$ cat src/rtl/coef_packer_if.sv
// FIFO-side bundle of the coefficient packer: coef/node-count read ports and softmax write port.
// The packer connects as master; the FIFO/testbench side connects as slave.
interface coef_packer_if #(
    parameter int DATA_WIDTH = 8,
    parameter int MAX_NODES  = 168
);
    localparam int NUM_NODE_WIDTH = $clog2(MAX_NODES);
    localparam int SOFTMAX_WIDTH  = MAX_NODES * DATA_WIDTH + NUM_NODE_WIDTH;

    logic [DATA_WIDTH-1:0]     coef_ff_dout;
    logic                      coef_ff_empty;
    logic                      coef_ff_rd_vld;
    logic [NUM_NODE_WIDTH-1:0] nn_ff_dout;
    logic                      nn_ff_empty;
    logic                      nn_ff_rd_vld;
    logic [SOFTMAX_WIDTH-1:0]  sm_ff_din;
    logic                      sm_ff_full;
    logic                      sm_ff_wr_vld;
    logic [DATA_WIDTH-1:0]     coef_max_o;

    modport master (
        input  coef_ff_dout, coef_ff_empty, nn_ff_dout, nn_ff_empty, sm_ff_full,
        output coef_ff_rd_vld, nn_ff_rd_vld, sm_ff_din, sm_ff_wr_vld, coef_max_o
    );

    modport slave (
        output coef_ff_dout, coef_ff_empty, nn_ff_dout, nn_ff_empty, sm_ff_full,
        input  coef_ff_rd_vld, nn_ff_rd_vld, sm_ff_din, sm_ff_wr_vld, coef_max_o
    );
endinterface

$ cat src/rtl/coef_packer.sv
// Regroups the per-edge coefficient stream into one packed softmax word per subgraph,
// carrying the clamped node count and the packet's maximum coefficient.
module coef_packer #(
    parameter int DATA_WIDTH    = 8,
    parameter int MAX_NODES     = 168,
    parameter int NUM_SUBGRAPHS = 2708
) (
    input  logic          clk,
    input  logic          rst_n,
    coef_packer_if.master bus,
    output logic          err_o,
    output logic          done_o
);
    localparam int NUM_NODE_WIDTH = $clog2(MAX_NODES);
    localparam int SOFTMAX_WIDTH  = MAX_NODES * DATA_WIDTH + NUM_NODE_WIDTH;
    localparam int SG_CNT_W       = $clog2(NUM_SUBGRAPHS + 1);

    localparam logic [NUM_NODE_WIDTH-1:0] MAX_N    = NUM_NODE_WIDTH'(MAX_NODES);
    localparam logic [SG_CNT_W-1:0]       SG_TOTAL = SG_CNT_W'(NUM_SUBGRAPHS);

    typedef enum logic [1:0] {IDLE, COLLECT, PUSH} state_t;

    state_t                    state_q, state_d;
    logic [DATA_WIDTH-1:0]     slot_q [MAX_NODES];
    logic [NUM_NODE_WIDTH-1:0] idx_q, idx_d;
    logic [NUM_NODE_WIDTH-1:0] n_q, n_d;
    logic [DATA_WIDTH-1:0]     max_q, max_d;
    logic [SG_CNT_W-1:0]       cnt_q, cnt_d;
    logic                      err_q, err_d;
    logic                      coef_pop, nn_pop, push;
    logic [SOFTMAX_WIDTH-1:0]  packed_w;

    function automatic logic [NUM_NODE_WIDTH-1:0] clamp_n(input logic [NUM_NODE_WIDTH-1:0] n);
        return (n > MAX_N) ? MAX_N : n;
    endfunction

    function automatic logic [DATA_WIDTH-1:0] umax(input logic [DATA_WIDTH-1:0] a,
                                                   input logic [DATA_WIDTH-1:0] b);
        return (b > a) ? b : a;
    endfunction

    always_comb begin
        state_d  = state_q;
        idx_d    = idx_q;
        n_d      = n_q;
        max_d    = max_q;
        cnt_d    = cnt_q;
        err_d    = err_q;
        coef_pop = 1'b0;
        nn_pop   = 1'b0;
        push     = 1'b0;
        case (state_q)
            IDLE: begin
                if (!done_o && !bus.nn_ff_empty) begin
                    nn_pop = 1'b1;
                    n_d    = clamp_n(bus.nn_ff_dout);
                    idx_d  = '0;
                    if (bus.nn_ff_dout > MAX_N) err_d = 1'b1;
                    // An empty subgraph still produces exactly one (all-zero) packet.
                    state_d = (bus.nn_ff_dout == '0) ? PUSH : COLLECT;
                end
            end
            COLLECT: begin
                if (!bus.coef_ff_empty) begin
                    coef_pop = 1'b1;
                    idx_d    = idx_q + 1'b1;
                    max_d    = umax(max_q, bus.coef_ff_dout);
                    if (idx_q == n_q - 1'b1) state_d = PUSH;
                end
            end
            PUSH: begin
                if (!bus.sm_ff_full) begin
                    push    = 1'b1;
                    idx_d   = '0;
                    n_d     = '0;
                    max_d   = '0;
                    cnt_d   = cnt_q + 1'b1;
                    state_d = IDLE;
                end
            end
            default: state_d = IDLE;
        endcase
    end

    always_ff @(posedge clk or negedge rst_n) begin
        if (!rst_n) begin
            state_q <= IDLE;
            idx_q   <= '0;
            n_q     <= '0;
            max_q   <= '0;
            cnt_q   <= '0;
            err_q   <= 1'b0;
        end else begin
            state_q <= state_d;
            idx_q   <= idx_d;
            n_q     <= n_d;
            max_q   <= max_d;
            cnt_q   <= cnt_d;
            err_q   <= err_d;
        end
    end

    // Slots are wiped on every push so short packets never carry stale coefs.
    always_ff @(posedge clk or negedge rst_n) begin
        if (!rst_n) begin
            for (int k = 0; k < MAX_NODES; k++) slot_q[k] <= '0;
        end else if (push) begin
            for (int k = 0; k < MAX_NODES; k++) slot_q[k] <= '0;
        end else if (coef_pop) begin
            slot_q[idx_q] <= bus.coef_ff_dout;
        end
    end

    always_comb begin
        packed_w = '0;
        for (int k = 0; k < MAX_NODES; k++) begin
            packed_w[SOFTMAX_WIDTH-1-k*DATA_WIDTH -: DATA_WIDTH] = slot_q[k];
        end
        packed_w[NUM_NODE_WIDTH-1:0] = n_q;
    end

    assign bus.coef_ff_rd_vld = coef_pop;
    assign bus.nn_ff_rd_vld   = nn_pop;
    assign bus.sm_ff_wr_vld   = push;
    assign bus.sm_ff_din      = packed_w;
    assign bus.coef_max_o     = max_q;
    assign err_o              = err_q;
    assign done_o             = (cnt_q == SG_TOTAL);
endmodule

$ cat src/flat_wrapper.sv
// flat-port wrapper written by rule: the top's interface ports become plain ports
module coef_packer_flat 
#(
    parameter int DATA_WIDTH    = 8,
    parameter int MAX_NODES     = 168,
    parameter int NUM_SUBGRAPHS = 2708
)
  (clk, rst_n, err_o, done_o, bus_coef_ff_dout, bus_coef_ff_empty, bus_nn_ff_dout, bus_nn_ff_empty, bus_sm_ff_full, bus_coef_ff_rd_vld, bus_nn_ff_rd_vld, bus_sm_ff_din, bus_sm_ff_wr_vld, bus_coef_max_o);
  coef_packer_if #(.DATA_WIDTH(DATA_WIDTH), .MAX_NODES(MAX_NODES)) bus_i ();
  input  logic clk;
  input  logic rst_n;
  output logic err_o;
  output logic done_o;
  input wire logic [$bits(bus_i.coef_ff_dout)-1:0] bus_coef_ff_dout;
  input wire logic [$bits(bus_i.coef_ff_empty)-1:0] bus_coef_ff_empty;
  input wire logic [$bits(bus_i.nn_ff_dout)-1:0] bus_nn_ff_dout;
  input wire logic [$bits(bus_i.nn_ff_empty)-1:0] bus_nn_ff_empty;
  input wire logic [$bits(bus_i.sm_ff_full)-1:0] bus_sm_ff_full;
  output wire logic [$bits(bus_i.coef_ff_rd_vld)-1:0] bus_coef_ff_rd_vld;
  output wire logic [$bits(bus_i.nn_ff_rd_vld)-1:0] bus_nn_ff_rd_vld;
  output wire logic [$bits(bus_i.sm_ff_din)-1:0] bus_sm_ff_din;
  output wire logic [$bits(bus_i.sm_ff_wr_vld)-1:0] bus_sm_ff_wr_vld;
  output wire logic [$bits(bus_i.coef_max_o)-1:0] bus_coef_max_o;
  assign bus_i.coef_ff_dout = bus_coef_ff_dout;
  assign bus_i.coef_ff_empty = bus_coef_ff_empty;
  assign bus_i.nn_ff_dout = bus_nn_ff_dout;
  assign bus_i.nn_ff_empty = bus_nn_ff_empty;
  assign bus_i.sm_ff_full = bus_sm_ff_full;
  assign bus_coef_ff_rd_vld = bus_i.coef_ff_rd_vld;
  assign bus_nn_ff_rd_vld = bus_i.nn_ff_rd_vld;
  assign bus_sm_ff_din = bus_i.sm_ff_din;
  assign bus_sm_ff_wr_vld = bus_i.sm_ff_wr_vld;
  assign bus_coef_max_o = bus_i.coef_max_o;
  coef_packer #(.DATA_WIDTH(DATA_WIDTH), .MAX_NODES(MAX_NODES), .NUM_SUBGRAPHS(NUM_SUBGRAPHS)) u_core (.clk(clk), .rst_n(rst_n), .bus(bus_i), .err_o(err_o), .done_o(done_o));
endmodule
$ cat config.mk
export PLATFORM = sky130hd
export DESIGN_NAME = coef_packer_flat
export DESIGN_NICKNAME = d
export VERILOG_FILES = /design/src/rtl/coef_packer_if.sv /design/src/rtl/coef_packer.sv /design/src/flat_wrapper.sv
export SDC_FILE = /design/constraint.sdc
export NUM_CORES = 2
export LEC_CHECK = 0
export ABC_AREA = 1
export CAP_MARGIN = 20
export CORE_AREA = 3 3 543 545
export CTS_CLUSTER_SIZE = 16
export DETAILED_ROUTE_END_ITERATION = 8
export DIE_AREA = 0 0 546 548
export GPL_TIMING_DRIVEN = 0
export PLACE_DENSITY_LB_ADDON = 0.2
export SYNTH_ARGS = -nofsm -noshare
export SYNTH_HDL_FRONTEND = slang
export SYNTH_SLANG_ARGS = --single-unit
$ cat constraint.sdc
create_clock -name clk -period 2.1 [get_ports clk]
set_input_delay 0.315 -clock clk [delete_from_list [all_inputs] [get_ports clk]]
set_output_delay 0.315 -clock clk [all_outputs]
set_load 0.02 [all_outputs]
==> results.ini <==
[floorplanning]
placementRows=198
die_w_um=546
io_pins=1386
dieArea_mm2=0.299
initial_core_util=0.181
die_h_um=548
core_area_mm2=0.291

[drt]
drtPass1Iterations=5
initialDrtViolationCount=3419
drt-wirelength-per-cell_um=30.5
final_antenna_net_count=0
viasPerCell=4.52
num_vias=51200
drc_errors=0
wl_um=346000

[sta]
rsz0062_at_grt=yes
worst_slew_pin_slew_ps=964
fin_hold_ws_ps=85.5
min_period_over_period=1.14
finalWorstSetupSlack_ps=-290
slew_viol_final=0
finalHoldViolations=0
finClkSkew_ps=58.6
max_slew_margin=0.356
max_freq_mhz=418
finalSetupViolCount=2068
fin_crit_ps=2390

[critical_path]
critical_path.max_fanout=5
cp.arrival_ps=3060
critPathMostFrequentCell=buf_12
start_kind=flip-flop
path_cells=inv_2, ha_4, inv_8, nor2_8, buf_12, nand2_8, buf_12, nor2_4, buf_12, buf_16, buf_12, nand2_8, buf_8, nand3_2, o21ai_1
critical-path-max-stage-delay_ps=430
cp-end-kind=flip-flop
cp.required_ps=2770
crit_type=reg -> reg
worst_path_max_delay_cell=dfrtp_1

[grt]
grt_pass1_vias=50800
grt_antenna_before_repair=14
grt_first_pass_wirelength_um=455000
track_usage=0.218
overflow=0
grt_max_degree=161

[power_and_ir_drop]
p_leak_nw=40.8
seqPwrFrac=0.378
pwr-share-clk=0.416
power.density_mw_per_mm2=758
power.internal_mw=50.4
worst_ir_drop_vdd_mv=0.615
p_comb_frac=0.206
finalPower_mw=73.1
swShare=0.310
power.switching_mw=22.7

[synth]
synth-edff-count=0
syn-instance-count=5065
synth.most_common_cell=dfrtp_1
syn_area_mm2=0.0525
ys_warn_count=0
ys_ff_latch=1383
synth_top_area_frac=0.659
syn-num-nets=5104
synth_area_leader_cell=dfrtp_1
synth_top_flop_cell=dfrtp_1
postSynthAreaPerCell_um2=10.4
async_flop_share=1.00
ys_top_cells_by_area=dfrtp_1, nand3_1, o21ai_0, clkbuf_1, nand2_1
seq_area_frac_synth=0.659
yosys.cell_types.count=26
synth_commonest_cells=dfrtp_1, nand3_1, o21ai_0, clkbuf_1, nand2_1

[place]
routabilityCongestion=0.866
dpl_cell_area_mm2=0.0723
place_ws_ps=-2340
io_buffers=1385
dp_hpwl_um=242000

[clock_tree]
insertion_delay_ps=840
path_clk_slew_ps=60
htreeDepth=4
cts_tree=yes
clk_path_buf_depth=4
cts_inserted_buffers=173
clockRootBuffer=clkbuf_16
cts_sinks=1383

[layout]
layout-drive-gt1-share=0.303
area_delta_synth_final_pct=83.6
design_area_mm2=0.0964
fin_util=0.332
fin_nets=7318

[min_path]
min_path_type=in -> async

[job]
cap_violations=0

[status]
status=finished, violations left
violations=setup timing

-- power groups by stage --
| stage | clock [mW] | combinational (mW) | sequential [mW] |
|---|---|---|---|
| after floorplan | 0 | 3.61 | 28.5 |
| after global placement | 0 | 9.60 | 28.2 |
| after detailed placement | 0 | 10.3 | 28.1 |
| after CTS | 31.2 | 13.9 | 27.6 |
| after global routing | 32.2 | 15.9 | 27.7 |
| final | 30.4 | 15.1 | 27.6 |
-- area by class of cell --
type	count	area (um2)
tap	3900	4880
sequential	1383	34600
timing repair buffer	2042	23800
multi-input combinational	3140	21100
fill	29300	194000
inverter	54	215
clock inverter	46	602
antenna	13	32.5
clock buffer	257	5050
buffer	485	6140
-- worst paths after layout --
kind,from,to,slack [ps],cells past startpoint
setup / recovery,u_core.state_q[1],u_core.bus.sm_ff_din[414],-290,15
hold / removal,rst_n,u_core.bus.sm_ff_din[1126],90,8
setup reg to reg,u_core.state_q[1],u_core.bus.sm_ff_din[414],-290,15
hold reg to reg,u_core.cnt_q[11],u_core.cnt_q[11],500,1
max in group asynchronous,rst_n,u_core.bus.sm_ff_din[316],430,11
min in group clk,bus_nn_ff_dout[3],u_core.n_q[3],190,3
-- per-stage QoR --
step | setup TNS [ps] | instances
2_1_floorplan | 0 | 5065
4_1_cts | -529290 | 11100
6_report | -153500 | 11300
3_5_place_dp | -3331860 | 10400
5_1_grt | -370710 | 11300
3_3_place_gp | - | 10400
-- per-layer routing --
layer  global-route usage  up-vias  share of wire
met5                    0        -       0.000078
met3               0.0703      450          0.083
met2                0.372     1924           0.48
li1                     -    22500              -
met4               0.0768        4          0.046
met1                0.255    26400           0.39
-- state kept, by name, indices dropped and copies added, names as in the netlist --
name and cells:
u_core.err_o 1, u_core.cnt_q 12, u_core.idx_q 8, u_core.state_q 2
u_core.n_q 8, u_core.bus.sm_ff_din 1344, u_core.bus.coef_max_o 8
-- cell usage in the layout, fill, tap and decap left out, types with 31 or more instances in the layout --
cell type	netlist	final
buf_8	0	132
buf_16	0	56
clkbuf_16	0	296
clkbuf_1	309	57
nand2_8	0	146
clkbuf_8	0	107
nor2_1	42	31
buf_6	0	200
nand2_1	259	89
o21ai_0	1330	754
o21ai_1	46	361
buf_4	1	198
o21ai_2	0	258
buf_12	0	179
inv_1	50	45
clkdlybuf4s50_1	0	1301
dlymetal6s2s_1	0	42
nand3_2	0	311
buf_2	165	78
nand3_1	1357	1035
clkbuf_2	0	55
clkbuf_4	0	41
dfrtp_1	1383	1375
-- critical path: cells and delay by family (launching register included) --
kind                       cells  cell delay (ps)
buffers and inverters          8             1080
and+or+nand+nor                5              450
DFF                            1              430
adders and majority gates      1              180
AOI/OAI and AO/OA              1               80
-- what timing repair did --
action / 4_1_cts / 5_1_grt
setup endpoints to repair: 3405 / 3295
endpoints found under the hold margin: 173 / 166
pin swaps: 81 / 46
gates cloned: 104 / 70
setup buffers: 311 / 134
hold buffers: 2 / 7
gates resized for setup: 1888 / 1785
-- kinds of logic after synthesis --
group                      after synthesis  share of synthesized area
AOI/OAI and AO/OA                     1387                      0.132
xor gates and xnor gates                22                    0.00367
adders and majority gates               18                    0.00429
buffers and inverters                  542                     0.0427
DFF                                   1383                      0.659
and+or+nand+nor                       1713                      0.158
Power figures use the tool's default switching activity.
